$ cat src/rtl/counter_rmw_ctrl.sv
// Read-modify-write controller for a RAM of 8-bit adaptive probability
// counters: init sweep, 1-cycle prediction, write-back with a one-deep bypass.
module counter_rmw_ctrl #(
  parameter int         NUM_COL    = 4,
  parameter int         ADDR_WIDTH = 12,
  parameter int         DATA_WIDTH = NUM_COL * 8,
  parameter int         LANE_W     = (NUM_COL > 1) ? $clog2(NUM_COL) : 1,
  parameter int         RATE       = 4,
  parameter logic [7:0] INIT_VAL   = 8'd128
) (
  input  logic                  clk,
  input  logic                  rst_n,
  input  logic                  req_valid,
  output logic                  req_ready,
  input  logic [ADDR_WIDTH-1:0] req_addr,
  input  logic [LANE_W-1:0]     req_lane,
  input  logic                  req_bit,
  output logic                  pred_valid,
  output logic [7:0]            pred,
  output logic                  init_done,
  output logic                  ram_ena,
  output logic [NUM_COL-1:0]    ram_wea,
  output logic [ADDR_WIDTH-1:0] ram_addra,
  output logic [DATA_WIDTH-1:0] ram_dina,
  output logic                  ram_enb,
  output logic [ADDR_WIDTH-1:0] ram_addrb,
  input  logic [DATA_WIDTH-1:0] ram_dob
);

  typedef enum logic {
    S_INIT,
    S_RUN
  } state_e;

  state_e                state_q, state_d;
  logic [ADDR_WIDTH-1:0] sweep_q, sweep_d;

  logic                  s1_valid_q;
  logic [ADDR_WIDTH-1:0] s1_addr_q;
  logic [LANE_W-1:0]     s1_lane_q;
  logic                  s1_bit_q;

  logic                  byp_valid_q;
  logic [ADDR_WIDTH-1:0] byp_addr_q;
  logic [LANE_W-1:0]     byp_lane_q;
  logic [7:0]            byp_data_q;

  logic [7:0]            ram_byte;
  logic [7:0]            old_b;
  logic [7:0]            new_b;
  logic                  byp_hit;
  logic                  accept;

  always_comb begin
    ram_byte = '0;
    for (int i = 0; i < NUM_COL; i++) begin
      if (LANE_W'(i) == s1_lane_q) begin
        ram_byte = ram_dob[i*8 +: 8];
      end
    end
  end

  // A write issued last cycle raced this stage's read; take the written value.
  assign byp_hit = byp_valid_q
                 && (byp_addr_q == s1_addr_q)
                 && (byp_lane_q == s1_lane_q);

  assign old_b = byp_hit ? byp_data_q : ram_byte;

  always_comb begin
    new_b = old_b;
    if (s1_bit_q) begin
      new_b = old_b + ((8'd255 - old_b) >> RATE);
    end else begin
      new_b = old_b - (old_b >> RATE);
    end
  end

  always_comb begin
    state_d   = state_q;
    sweep_d   = sweep_q;
    req_ready = 1'b0;
    ram_ena   = 1'b0;
    ram_wea   = '0;
    ram_addra = s1_addr_q;
    ram_dina  = {NUM_COL{new_b}};
    unique case (state_q)
      S_INIT: begin
        ram_ena   = 1'b1;
        ram_wea   = '1;
        ram_addra = sweep_q;
        ram_dina  = {NUM_COL{INIT_VAL}};
        sweep_d   = sweep_q + 1'b1;
        if (sweep_q == '1) begin
          state_d = S_RUN;
        end
      end
      S_RUN: begin
        req_ready = 1'b1;
        if (s1_valid_q) begin
          ram_ena = 1'b1;
          ram_wea = NUM_COL'(1) << s1_lane_q;
        end
      end
      default: begin
        state_d = S_INIT;
      end
    endcase
    // Reset wins over any write or stage still in flight this cycle.
    if (!rst_n) begin
      req_ready = 1'b0;
      ram_ena   = 1'b0;
      ram_wea   = '0;
    end
  end

  assign accept     = req_valid & req_ready;
  assign ram_enb    = accept;
  assign ram_addrb  = req_addr;
  assign pred_valid = s1_valid_q & rst_n;
  assign pred       = pred_valid ? old_b : 8'd0;
  assign init_done  = (state_q == S_RUN) & rst_n;

  always_ff @(posedge clk) begin
    if (!rst_n) begin
      state_q     <= S_INIT;
      sweep_q     <= '0;
      s1_valid_q  <= 1'b0;
      s1_addr_q   <= '0;
      s1_lane_q   <= '0;
      s1_bit_q    <= 1'b0;
      byp_valid_q <= 1'b0;
      byp_addr_q  <= '0;
      byp_lane_q  <= '0;
      byp_data_q  <= '0;
    end else begin
      state_q     <= state_d;
      sweep_q     <= sweep_d;
      s1_valid_q  <= accept;
      if (accept) begin
        s1_addr_q <= req_addr;
        s1_lane_q <= req_lane;
        s1_bit_q  <= req_bit;
      end
      byp_valid_q <= s1_valid_q;
      if (s1_valid_q) begin
        byp_addr_q <= s1_addr_q;
        byp_lane_q <= s1_lane_q;
        byp_data_q <= new_b;
      end
    end
  end

endmodule

$ cat config.mk
export PLATFORM = sky130hd
export DESIGN_NAME = counter_rmw_ctrl
export DESIGN_NICKNAME = d
export VERILOG_FILES = /design/src/rtl/counter_rmw_ctrl.sv
export SDC_FILE = /design/constraint.sdc
export NUM_CORES = 1
export LEC_CHECK = 0
export ABC_AREA = 0
export CORE_ASPECT_RATIO = 0.75
export CORE_MARGIN = 2
export CORE_UTILIZATION = 46
export CTS_CLUSTER_SIZE = 28
export DETAILED_ROUTE_END_ITERATION = 12
export PLACE_DENSITY = 0.82
export SLEW_MARGIN = 30
export SYNTH_ARGS = -nofsm -noshare
export SYNTH_HDL_FRONTEND = slang
export SYNTH_SLANG_ARGS = --single-unit
$ cat constraint.sdc
create_clock -name clk -period 8.15 [get_ports clk]
set_input_delay 2.445 -clock clk [delete_from_list [all_inputs] [get_ports clk]]
set_output_delay 2.445 -clock clk [all_outputs]
set_load 0.01 [all_outputs]
# ---- Word level (Yosys, flattened, before mapping)
# Cells that the tools add are included.
dict set report word_totals {
  output_inout_bits 73
  input_bits 50
  ff_bits 52
}
dict set report classes {
  eq_ne 6
  n_reduce_logical 3
  n_mux 19
  add_sub_neg 4
  n_bitwise 4
  shifts 1
}
# op count
set op_table {}
lappend op_table {{$mux W8} 7}
lappend op_table {{$mux W32} 1}
lappend op_table {{$add A12 B1 Y12 const B} 1}
lappend op_table {{$eq A12 B12 Y1} 1}
lappend op_table {{$eq A12 B12 Y1 const B} 1}
lappend op_table {{$mux W12} 1}
lappend op_table {{$add A8 B4 Y8} 1}
lappend op_table {{$mux W4} 2}
lappend op_table {{$pmux W4 S2} 1}
lappend op_table {{$sub A8 B4 Y8} 1}
lappend op_table {{$sub A8 B8 Y8 const A} 1}
lappend op_table {{$mux W1} 6}
lappend op_table {{$eq A2 B2 Y1 const A} 2}
lappend op_table {{$shl A1 B2 Y4 const A} 1}
lappend op_table {{$and A1 B1 Y1} 3}
lappend op_table {{$eq A1 B2 Y1 const A} 1}
lappend op_table {{$eq A2 B2 Y1} 1}
lappend op_table {{$logic_and A1 B1 Y1} 2}
lappend op_table {{$logic_not A2 Y1} 1}
lappend op_table {{$pmux W1 S2} 1}
lappend op_table {{$not A1 Y1} 1}

# ---- Depth between registers and ports, before layout
# Gate-level depths: netlist of the first run.
dict set report depth {
  depth_word 10
  ltp_mapped 17
  depth_no_buf 14
}

# ---- Worst setup path after synthesis of the first run
# OpenSTA, ideal clock, no wires.
dict set report synth_timing {
  path_type {input port to output port}
  startpoint {input ram_dob[28]}
  endpoint {output ram_dina[15]}
  slack_ps 244
  stages 12
  t_required_ps 5705
  arrival_time_ps 5461
  path_cell_list {mux4_2 mux2i_1 ha_1 mux2_2 ha_1 a21o_1 a21oi_1 o21ai_0 o41ai_1 or3_2 nand3_1 buf_4}
}
dict set report synth_via {
  elab_chain_len 6
  elab_cells_between_ends 7
}
# item line_no
set synth_rtl {}
lappend synth_rtl {{from (decl)} 27} ;# input logic [DATA_WIDTH-1:0] ram_dob
lappend synth_rtl {{$mux W8 *} 57} ;# if (LANE_W'(i) == s1_lane_q) begin
lappend synth_rtl {{$mux W8 *} 68} ;# assign old_b = byp_hit ? byp_data_q : ram_byte;
lappend synth_rtl {{$sub A8 B8 Y8} 73} ;# new_b = old_b + ((8'd255 - old_b) >> RATE);
lappend synth_rtl {{$add A8 B4 Y8} 73}
lappend synth_rtl {{$mux W8 *} 72} ;# if (s1_bit_q) begin
lappend synth_rtl {{$mux W32 *} 87} ;# unique case (state_q)
lappend synth_rtl {{to (decl)} 24} ;# output logic [DATA_WIDTH-1:0] ram_dina,
# Every way passes the cells marked *; elsewhere a longest branch is shown, timed or not.

# ---- Final worst setup path of the first run
dict set report layout_timing {
  startpoint {input ram_dob[30]}
  endpoint {output ram_dina[14]}
}
# The elaborated chain is that of the path after synthesis.

==> results of run 1 <==
[cell usage in the layout, fill, tap and decap left out, types with 2 or more instances in the layout]
cell             instances
a21boi_0                 5
a21oi_1                  4
and2_1                  15
and2_4                   3
and3_1                   5
buf_2                    2
buf_4                   25
buf_6                    8
clkbuf_8                 7
clkdlybuf4s15_2          2
clkdlybuf4s50_1         94
dfxtp_1                 52
dlygate4sd2_1            8
dlymetal6s2s_1           8
ha_1                     7
ha_4                     3
inv_1                   12
mux2_2                  13
mux2_4                   2
mux2i_1                 24
mux4_2                   8
nand2_1                 44
nand2b_1                 5
nand3_1                 10
nand4_1                  3
nand4b_1                 2
nor2_1                   9
nor2b_1                 21
nor3_1                   4
nor3b_2                  2
o211ai_1                 2
o21ai_0                 18
o21ai_1                  2
xnor2_1                 25
xor2_1                   4
[per-stage QoR]
stage	std cells	TNS [ns]	utilization	hold WS [ns]	setup WS, ns
2_1_floorplan	388	0	-	0.454	0.244
3_3_place_gp	574	-5.82	0.626	0.464	-0.464
3_5_place_dp	574	-7.20	0.626	0.473	-0.559
4_1_cts	584	-0.495	0.652	0.493	-0.137
5_1_grt	584	-0.100	0.668	0.509	-0.0254
6_report	584	0	0.668	0.492	0.136
[state kept, by name, indices dropped and copies added, names as in the netlist, 2 cells and up]
signal / cells
sweep_q: 12
s1_lane_q: 2
byp_lane_q: 2
byp_addr_q: 12
s1_addr_q: 12
byp_data_q: 8
[cells by family (layout without fill, tap and decap cells)]
group | after synthesis | in the layout | synth area share
AO/OA/AOI/OAI | 42 | 42 | 0.0730
XOR/XNOR | 30 | 30 | 0.0766
adder cells (fa/ha/maj) | 11 | 11 | 0.0423
buffers and inverters | 72 | 167 | 0.124
flip-flops | 52 | 52 | 0.304
multiplexers | 48 | 48 | 0.175
AND/OR/NAND/NOR | 133 | 133 | 0.205
[power by group through the flow]
stage                     logic, mW  registers (mW)  clock network (mW)
after detailed placement     0.0948           0.263                   0
after CTS                     0.102           0.257               0.196
after global placement       0.0926           0.262                   0
final                         0.113           0.257               0.194
after floorplan              0.0435           0.262                   0
after global routing          0.120           0.257               0.205
[timing repair]
item	4_1_cts	5_1_grt
endpoints found under the setup margin	24	20
hold buffers	0	0
pin swaps	6	13
resized for setup	65	38
setup buffers	2	0
[cell type report]
type,count,area share
Inverter,12,0.00924
Timing Repair Buffer,147,0.292
Multi-Input combinational cell,264,0.433
Sequential cell,52,0.214
Clock inverter,1,0.00616
Tap cell,101,0.0259
Clock buffer,7,0.0198
[how the worst max path moves through the flow]
| stage | from | to | slack, ns |
|---|---|---|---|
| after floorplan | ram_dob[28] | ram_dina[15] | 0.24 |
| after global placement | ram_dob[4] | ram_dina[7] | -0.46 |
| after detailed placement | ram_dob[4] | ram_dina[23] | -0.56 |
| after CTS | ram_dob[21] | ram_dina[23] | -0.14 |
| after global routing | ram_dob[30] | ram_dina[6] | -0.03 |
| final | ram_dob[30] | ram_dina[14] | 0.14 |
[layer usage]
layer	vias up	GRT usage	part of all wire
met5	-	0	0
met4	0	0.0730	0.019
met3	18	0.0402	0.052
met2	96	0.381	0.49
met1	1455	0.292	0.44
li1	1463	-	-
[worst max-delay path, cell delays in order]
cell and delay, ns:
clkdlybuf4s50_1 0.40, mux4_2 0.46, mux2i_1 0.21, and3_4 0.22, ha_1 0.22, mux2_4 0.29, ha_4 0.28, buf_4 0.11
o21ai_2 0.06, a21boi_2 0.18, o21ai_1 0.09, nor3b_2 0.18, nor3b_2 0.16, buf_4 0.16, buf_6 0.10
==> metrics, run 1 <==
status=complete, no violations; max-cap violations=0; pin count of the biggest net entering global routing=37; Antenna Cells=0; YS warnings=0; net switching power=approximately 0.13 mW; top_reg_cell synth=dfxtp_1; area of the multi-input gates=~2100 um^2; Cell Area, Synth=about 3400 um^2; Leakage=around 1.9 nW; crit share post-route=0.983; CTS tree=done; Synth cell types=40; syn_nets=449; top post-synthesis cells by area=dfxtp_1 (30%), buf_4 (8.1%), mux2i_1 (7.3%), xnor2_1 (6.6%), mux4_2 (5.3%); die width=between 100 and 150 um; WL per Instance=~17 um; most common cell in the synthesized netlist=dfxtp_1; post-route ant nets=0; share of cells above drive strength 1=0.184; #FFs+latches synth=52; post-synthesis async set-or-reset flop share=0; Peak VDD IR=just under 0.08 mV; aggregate routed wire length=approximately 9700 um; Total Power=roughly 0.56 mW; hold wc startpoint=byp_lane_q[0]; die area=around 8200 um^2; clk_lat worst skew=between 0.3 and 0.4 ns; worst slew pin tran=approximately 0.53 ns; Avg Cell Area, Syn=approximately 8.8 um^2; register area=approximately 1000 um^2; core area=roughly 7300 um^2; routed vias/inst=just over 5; first-pass iteration count of the detailed router=4; Final Hold Violating Endpoints=0; first-pass GRT wire length=~15000 um; Reg2Reg Setup Slack=approximately 4.3 ns; vias in the first global route=2977; Rel. slew slack=0.646; Final setup viols=0; nets=approximately 540; Post-Synthesis Cells=~390; clock sinks=52; Clock Path Buffers=2; Setup crit start kind=input pin; Die Y=78.8 um; Via Count=slightly above 3000; Combinational Power Share=0.200; Hold Path Depth=2; Peak Freq=around 120 MHz; r2r worst-path depth=16; Clk pwr share=0.344; RR Startpoint=s1_lane_q[1]; TritonCTS buffer count=5; Slew Viols, Final=0; CP Max Fanout=4; Critical Path End Type=output port; Synth top area share=0.304; sequential share of the synthesized area=0.304; I/O Buffers=122; DRT iter0 DRCs=130; CP required=~5.7 ns; internal power=around 0.43 mW; num rows=27; cell area after layout=just under 5000 um^2; DRC Markers=0; post-DP HPWL=6870 um; leading cell types by count after synthesis=dfxtp_1 (52), nand2_1 (45), buf_4 (37); Hold WC Path Type=register to register; CP arrival=5.57 ns; Sw Ratio=0.237; hold endpoint=byp_lane_q[0]; r2r endpoint=byp_data_q[7]; pwr dens=around 120 nW/um^2; clock root cell=clkbuf_8; H-tree levels=2; CTS clk-pin slew, worst paths=~0.090 ns; fillers=about 570; Initial Util=0.470; number of flops mapped to enable cells by yosys=0; area grow syn2layout=42.1%; worst setup path class=input pin to output port; gpl congestion=0.909; total track usage=0.224; grt total ovfl=0; sequential cell fraction of total power=0.456; Placed Area=about 4600 um^2; clk_skew=roughly 0.0067 ns; leading area contributor after synthesis=dfxtp_1; initial antenna violation count=0; num ports=between 100 and 150; Tmin final=between 8 and 9 ns
(Power assumes the default switching activity.)
==> run 2: changes to the inputs <==
ABC_CLOCK_PERIOD_IN_PS = 8150   (was not set)
==> results of run 2 <==
No change in the layout: final DEF, timing and power equal those of run 1.
